### src/rtl/if_stage_if.sv
// Instruction-memory request/response bus between the fetch stage and imem.
// master = fetch stage, slave = instruction memory.
interface if_stage_if #(
    parameter int ADDR_W = 32,
    parameter int DATA_W = 32
);
    logic              imemReq;
    logic [ADDR_W-1:0] imemAddr;
    logic              imemReady;
    logic              imemRespValid;
    logic [DATA_W-1:0] imemData;

    modport master (
        output imemReq,
        output imemAddr,
        input  imemReady,
        input  imemRespValid,
        input  imemData
    );

    modport slave (
        input  imemReq,
        input  imemAddr,
        output imemReady,
        output imemRespValid,
        output imemData
    );
endinterface

### src/rtl/if_stage.sv
// MIPS instruction-fetch stage: one outstanding imem read, IF/ID holding register,
// decode back-pressure, flush with response draining, misaligned-PC fault.
module if_stage #(
    parameter int ADDR_W = 32,
    parameter int DATA_W = 32
) (
    input  logic              clock,
    input  logic              reset,
    input  logic [ADDR_W-1:0] pc,
    if_stage_if.master        imem,
    output logic [DATA_W-1:0] instr,
    output logic [ADDR_W-1:0] instrPC,
    output logic [ADDR_W-1:0] pcPlus4,
    output logic              fetchFault,
    output logic              idValid,
    input  logic              idReady,
    input  logic              flush,
    output logic              pcAdvance
);

    typedef enum logic [2:0] {
        IDLE,
        REQ,
        WAIT,
        DROP,
        HOLD
    } state_t;

    state_t            state;
    logic [ADDR_W-1:0] reqPC;
    logic              misaligned;
    logic              capture_mem;
    logic              capture_bad;

    assign misaligned = |pc[1:0];

    // Request and pcAdvance are decoded from state so the PC register updates on
    // the capture edge itself; this keeps the 3-cycle fetch loop.
    assign imem.imemReq  = ~reset & (state == REQ) & ~flush & ~misaligned;
    assign imem.imemAddr = pc;

    assign capture_mem = ~reset & (state == WAIT) & ~flush & imem.imemRespValid;
    assign capture_bad = ~reset & (state == REQ)  & ~flush & misaligned;
    assign pcAdvance   = capture_mem | capture_bad;

    always_ff @(posedge clock) begin
        if (reset) begin
            state      <= IDLE;
            reqPC      <= '0;
            instr      <= '0;
            instrPC    <= '0;
            pcPlus4    <= '0;
            fetchFault <= 1'b0;
            idValid    <= 1'b0;
        end else begin
            case (state)
                IDLE: begin
                    state <= REQ;
                end

                REQ: begin
                    if (flush) begin
                        state <= REQ;
                    end else if (misaligned) begin
                        // Faulting fetch delivers a NOP tagged with the bad PC.
                        instr      <= '0;
                        instrPC    <= pc;
                        pcPlus4    <= pc + ADDR_W'(4);
                        fetchFault <= 1'b1;
                        idValid    <= 1'b1;
                        state      <= HOLD;
                    end else if (imem.imemReady) begin
                        reqPC <= pc;
                        state <= WAIT;
                    end
                end

                WAIT: begin
                    if (flush) begin
                        // A response coinciding with the flush already retires the request.
                        state <= imem.imemRespValid ? REQ : DROP;
                    end else if (imem.imemRespValid) begin
                        instr      <= imem.imemData;
                        instrPC    <= reqPC;
                        pcPlus4    <= reqPC + ADDR_W'(4);
                        fetchFault <= 1'b0;
                        idValid    <= 1'b1;
                        state      <= HOLD;
                    end
                end

                DROP: begin
                    if (imem.imemRespValid) begin
                        state <= REQ;
                    end
                end

                HOLD: begin
                    if (flush || idReady) begin
                        idValid <= 1'b0;
                        state   <= REQ;
                    end
                end

                default: begin
                    state   <= IDLE;
                    idValid <= 1'b0;
                end
            endcase
        end
    end

endmodule

### src/flat_wrapper.sv
// flat-port wrapper written by rule: the top's interface ports become plain ports
module if_stage_flat 
#(
    parameter int ADDR_W = 32,
    parameter int DATA_W = 32
)
  (clock, reset, pc, instr, instrPC, pcPlus4, fetchFault, idValid, idReady, flush, pcAdvance, imem_imemReq, imem_imemAddr, imem_imemReady, imem_imemRespValid, imem_imemData);
  if_stage_if #(.ADDR_W(ADDR_W), .DATA_W(DATA_W)) imem_i ();
  input  logic clock;
  input  logic reset;
  input  logic [ADDR_W-1:0] pc;
  output logic [DATA_W-1:0] instr;
  output logic [ADDR_W-1:0] instrPC;
  output logic [ADDR_W-1:0] pcPlus4;
  output logic fetchFault;
  output logic idValid;
  input  logic idReady;
  input  logic flush;
  output logic pcAdvance;
  output wire logic [$bits(imem_i.imemReq)-1:0] imem_imemReq;
  output wire logic [$bits(imem_i.imemAddr)-1:0] imem_imemAddr;
  input wire logic [$bits(imem_i.imemReady)-1:0] imem_imemReady;
  input wire logic [$bits(imem_i.imemRespValid)-1:0] imem_imemRespValid;
  input wire logic [$bits(imem_i.imemData)-1:0] imem_imemData;
  assign imem_imemReq = imem_i.imemReq;
  assign imem_imemAddr = imem_i.imemAddr;
  assign imem_i.imemReady = imem_imemReady;
  assign imem_i.imemRespValid = imem_imemRespValid;
  assign imem_i.imemData = imem_imemData;
  if_stage #(.ADDR_W(ADDR_W), .DATA_W(DATA_W)) u_core (.clock(clock), .reset(reset), .pc(pc), .imem(imem_i), .instr(instr), .instrPC(instrPC), .pcPlus4(pcPlus4), .fetchFault(fetchFault), .idValid(idValid), .idReady(idReady), .flush(flush), .pcAdvance(pcAdvance));
endmodule
### config.mk
export PLATFORM = sky130hd
export DESIGN_NAME = if_stage_flat
export DESIGN_NICKNAME = d
export VERILOG_FILES = /design/src/rtl/if_stage_if.sv /design/src/rtl/if_stage.sv /design/src/flat_wrapper.sv
export SDC_FILE = /design/constraint.sdc
export NUM_CORES = 1
export LEC_CHECK = 0
export ABC_AREA = 1
export CAP_MARGIN = 15
export CORE_MARGIN = 4
export CORE_UTILIZATION = 47
export CTS_CLUSTER_SIZE = 10
export DETAILED_ROUTE_END_ITERATION = 12
export PLACE_DENSITY = 0.81
export SYNTH_ARGS = -nofsm -noshare
export SYNTH_HDL_FRONTEND = slang
export SYNTH_SLANG_ARGS = --single-unit
### constraint.sdc
create_clock -name clock -period 2.2 [get_ports clock]
set_input_delay 0.44 -clock clock [delete_from_list [all_inputs] [get_ports clock]]
set_output_delay 0.44 -clock clock [all_outputs]
set_load 0.01 [all_outputs]
== Word level (Yosys, flattened, before mapping) ==
Index checks and enable logic that the tools add are counted.

* Flip-flop bits (word level): 133
* Output and inout bits: 132

* Add/sub/neg operators: 2
* Equality and inequality tests: 12
* Muxes and demuxes: 33
* Bitwise logic cells: 12
* Reduce and logical (&&, ||, !) cells: 9

{| class="wikitable"
|+ Operators by type and width
! cell !! number
|-
| $mux 32 || 12
|-
| $pmux 32 s2 || 3
|-
| $add 32x3->32 const B || 2
|-
| $mux 3 || 7
|-
| $pmux 3 s5 || 1
|-
| $ne 2x2->1 const B || 4
|-
| $reduce_and 4->1 || 2
|-
| $and 1x1->1 || 7
|-
| $mux 1 || 7
|-
| $eq 3x2->1 const B || 2
|-
| $reduce_and 6->1 || 1
|-
| $reduce_and 5->1 || 1
|-
| $ne 2x1->1 const B || 2
|-
| $ne 4x3->1 const B || 1
|-
| $not 1->1 || 4
|-
| $pmux 1 s4 || 1
|-
| $reduce_or 2->1 || 2
|-
| $eq 3x1->1 const B || 1
|-
| $eq 3x3->1 const B || 1
|-
| $logic_not 3->1 || 1
|-
| $ne 3x3->1 const B || 1
|-
| $mux 2 || 1
|-
| $pmux 1 s2 || 1
|-
| $reduce_bool 2->1 || 1
|-
| other kinds (2) || 2
|}

== Depth between registers and ports, before layout ==
* Depth after elaboration: 5
* Mapped depth: 15
* Mapped depth without buffers: 13

== Least setup slack after synthesis ==
OpenSTA, ideal clock, no wires.

* Path type: register to output
* Start: register u_core.state[0]
* End: output pcAdvance
* Arrival time: 1.536 ns
* Data required time: 1.760 ns
* Path slack: 0.224 ns
* Stages on the path, launching flop included: 11
* Path buffers: 2
* Path through: dfxtp_1 > inv_2 > nor2_1 > nand2_1 > inv_2 > nand3_1 > nand2_1 > inv_2 > buf_2 > buf_2 > nor2_1

* Cells in the longest elaborated chain, start to end: 5
* Elaborated cells between the ends (all ways): 9
* Classes of those cells: eq/ne: 2; bitwise: 7

{| class="wikitable"
|+ RTL lines
! what !! RTL line !! text
|-
| start, declared || if_stage.sv:29 || <nowiki>state_t state;</nowiki>
|-
| start signal, assigned || if_stage.sv:81 || <nowiki>state <= imem.imemRespValid ? REQ : DROP;</nowiki>
|-
| $eq 3x2->1 / $eq 3x1->1 (equally long branches) || if_stage.sv:42, if_stage.sv:43 ||
|-
| $and 1x1->1 (on tied branches) (3 in a row) || if_stage.sv:42, if_stage.sv:43 ||
|-
| $or 1x1->1 (*) || if_stage.sv:44 || <nowiki>assign pcAdvance = capture_mem | capture_bad;</nowiki>
|-
| end, declared || flat_wrapper.sv:19 || <nowiki>output logic pcAdvance;</nowiki>
|}

Every way passes the cells marked *; elsewhere a longest branch is shown, timed or not.

== Final worst setup path ==
* Start: input pc[0]
* End: output imem_imemReq

* Cells in the longest elaborated chain, start to end: 3

{| class="wikitable"
|+ RTL lines
! what !! RTL line !! text
|-
| start, declared || flat_wrapper.sv:11 || <nowiki>input logic [ADDR_W-1:0] pc;</nowiki>
|-
| $reduce_or 2->1 || if_stage.sv:35 || <nowiki>assign misaligned = |pc[1:0];</nowiki>
|-
| $not 1->1 (no line) || n/a ||
|-
| $and 1x1->1 || if_stage.sv:39 || <nowiki>assign imem.imemReq = ~reset & (state == REQ) & ~flush & ~misaligned;</nowiki>
|-
| end, declared || flat_wrapper.sv:20 || <nowiki>output wire logic [$bits(imem_i.imemReq)-1:0] imem_imemReq;</nowiki>
|}

No other way between the ends.

==> flow_summary.toml <==
[clock_network]
clk_latency_ns = 0.42
root_buffer = "clkbuf_16"
cts_max_path_buffers = 2
clkSinkCount = 131
cts-resized-gates = 4
cts_hold_buf = 0
cts_tree = "done"
post-cts-setup-buffers = 0
numCtsBuffers = 17
path_clk_slew_ns = 0.05
htree_levels = 4

[global_routing]
grt_start_max_net_pins = 90
gr-total-overflow = 0
grt_pass1_vias = 6258
grtUsageTotal = 0.240
grt_pass1_wl_mm = 30.7
antenna_found_initial = 0

[layout]
layout-drive-gt1-share = 0.133
num_antenna_cells = 0
area_growth_pct = 44.7
nNetsFinal = 1177
post-route-util = 0.695

[yosys]
ys_ff_latch = 131
syn_nets = 985
yosysWarnings = 0
synth-edff-count = 0
avgSynthCellArea_um2 = 6.95
synth-async-reset-ratio = 0
synthTopCellsByArea = "dfxtp_1 41%, nand2_1 11%, nor2_1 8.7%"
synth-main-ff-cell = "dfxtp_1"
netlist_instances = 915
synth_area_mm2 = 0.00636
synthDistinctLibCells = 41
yosys.area.top_type = "dfxtp_1"
yosys.area.top_type_share = 0.412
ys_seq_area_frac = 0.412

[detailed_routing]
avgRoutedWirePerCell_um = 14.6
dr_total_vias = 6616
drc_errors = 0
avgViaCountPerCell = 5.10
routed_wl_mm = 18.9
antenna_left = 0
dr.pass1.iters = 6
drt_iter0_drc = 635

[sta]
min_period_over_period = 0.940
setup_viol = 0
period_needed_ns = 2.07
fin_setup_tns_ns = 0
worstMarginPinSlew_ns = 0.470
max_freq_mhz = 484
rsz0062_at_grt = "yes"
finalMaxSlewViolations = 0
clock_skew_ns = 0.00678
max_slew_margin = 0.686
hold_viol_final = 0

[setup_path]
end_kind = "output pin"
cp_top_family = "simple AND/OR/NAND/NOR gates"
path_cells = "clkdlybuf4s50_1 > or2_2 > nor2_1 > nand2_1 > nor2_1 > clkbuf_2"
crit_path_start_kind = "input port"
crit_start = "pc[0]"
cp.required_ns = 1.76
crit_type = "in2out"
crit_buf_inv = 2
critPathSlowestCell = "clkdlybuf4s50_1"
cpMostUsedCell = "nor2_1"
max_stage_delay_ns = 0.41
timing.rr.start = "u_core.state[2]"
arrival_ns = 1.63
worstPathMaxFanout = 3

[power]
p_leak_uw = 0.00381
power_density_mw_per_mm2 = 696
ir_drop_v = 0.000469

[placed_design]
dp_hpwl_mm = 13.4
routabilityCongestion = 0.889
portBuffers = 201

[job]
cap_violations = 0

[hold_path]
worstHoldPathType = "reg2reg"
min-delay-start = "u_core.reqPC[0]"

[floorplan]
core-area_mm2 = 0.0132
fp.dieW_um = 124
die_h_um = 124
fp.dieArea_mm2 = 0.0155
fp-row-count = 42
io_pins = 202
start_util = 0.480

[outcome]
status = "finished clean"
cell usage after synthesis, types with 4 or more instances:
| cell type | instances |
|---|---|
| nand3_1 | 70 |
| o21ai_0 | 87 |
| nor2_4 | 4 |
| clkbuf_1 | 26 |
| o21bai_1 | 4 |
| inv_2 | 10 |
| nand2_1 | 180 |
| buf_2 | 15 |
| a31oi_1 | 4 |
| nand2_2 | 16 |
| buf_4 | 37 |
| nor2_2 | 9 |
| a21oi_1 | 61 |
| dfxtp_1 | 131 |
| inv_1 | 55 |
| o21ai_1 | 4 |
| nor2_1 | 147 |
| nand3_2 | 9 |
| nand4_1 | 7 |
worst paths after layout:
| kind | depth (start not counted) | slack (ns) | endpoint |
|---|---|---|---|
| worst min-delay path | 2 | 0.44 | u_core.reqPC[0] |
| worst min register to register | 2 | 0.44 | u_core.reqPC[0] |
| worst max-delay path | 6 | 0.13 | imem_imemReq |
| worst max register to register | 13 | 0.21 | u_core.pcPlus4[20] |
metrics by stage:
step	cells	total power, µW	worst slack, ns	area, µm²	hold slack, ns
6_report	1296	6400	0.132	9210	0.445
5_1_grt	1296	6650	-0.00226	9210	0.461
4_1_cts	1296	6430	-0.00968	9210	0.445
3_5_place_dp	1264	3610	-0.259	8620	0.435
3_3_place_gp	1264	3600	-0.250	8620	0.425
2_1_floorplan	915	3080	0.224	6360	0.419
report_power, final:
part           leakage, µW  internal, µW  switching, µW
Combinational      0.00247           508            518
Clock             0.000280          1800           1040
Sequential         0.00107          2480           60.6
worst register-to-register path, cell delays in order, from the launching register on:
cell     delay (ns)
dfxtp_1        0.34
inv_2          0.13
nand3_4        0.10
buf_12         0.18
nand2_1        0.07
nand2_1        0.11
inv_1          0.07
nand2_1        0.08
nor2_2         0.19
nand3_4        0.17
inv_2          0.13
nand3_1        0.14
nor2_1         0.12
nor2_1         0.05
placed cells by master (no fill, tap or decap), types with 3 or more instances in the layout:
master / count
a21oi_1: 61
buf_12: 8
clkinvlp_4: 3
o21ai_0: 87
nand3_2: 10
nand2_1: 178
clkinv_2: 4
inv_2: 11
nand2_2: 17
o21bai_1: 4
nor3_1: 3
clkbuf_16: 17
nor2_1: 146
nor2_2: 10
nand2_4: 3
a31oi_1: 4
clkdlybuf4s50_1: 199
nand3_1: 69
o21ai_1: 4
dfxtp_1: 130
nand4_1: 7
nor2_4: 4
inv_1: 55
and2_1: 3
buf_4: 49
clkbuf_1: 4
bufinv_16: 3
flip-flops by register name, summed over array words and instances (netlist names):
register           count
u_core.pcPlus4        32
u_core.idValid         1
u_core.fetchFault      1
u_core.reqPC          32
u_core.instr          32
u_core.instrPC        30
u_core.state           3
kinds of logic after synthesis:
family | after synthesis | synth area share
flops | 131 | 0.412
simple gates | 459 | 0.324
buf+inv | 153 | 0.121
compound gates | 171 | 0.141
mux | 1 | 0.00157
routing by layer:
metal,up-vias,GRT usage,share of wire
li1,3305,-,-
met1,2969,0.277,0.40
met2,289,0.399,0.48
met3,53,0.0785,0.084
met4,0,0.115,0.033
met5,-,0,0
cell type report:
type                       instances  area, µm²
multi-input combinational        631       2990
timing repair buffer             258       2530
tap                              176        220
fill                            1119       4040
sequential                       131       2620
clock inverter                    10        133
inverter                          68        255
clock buffer                      22        454
No activity file was read; power rests on OpenSTA's default activity.
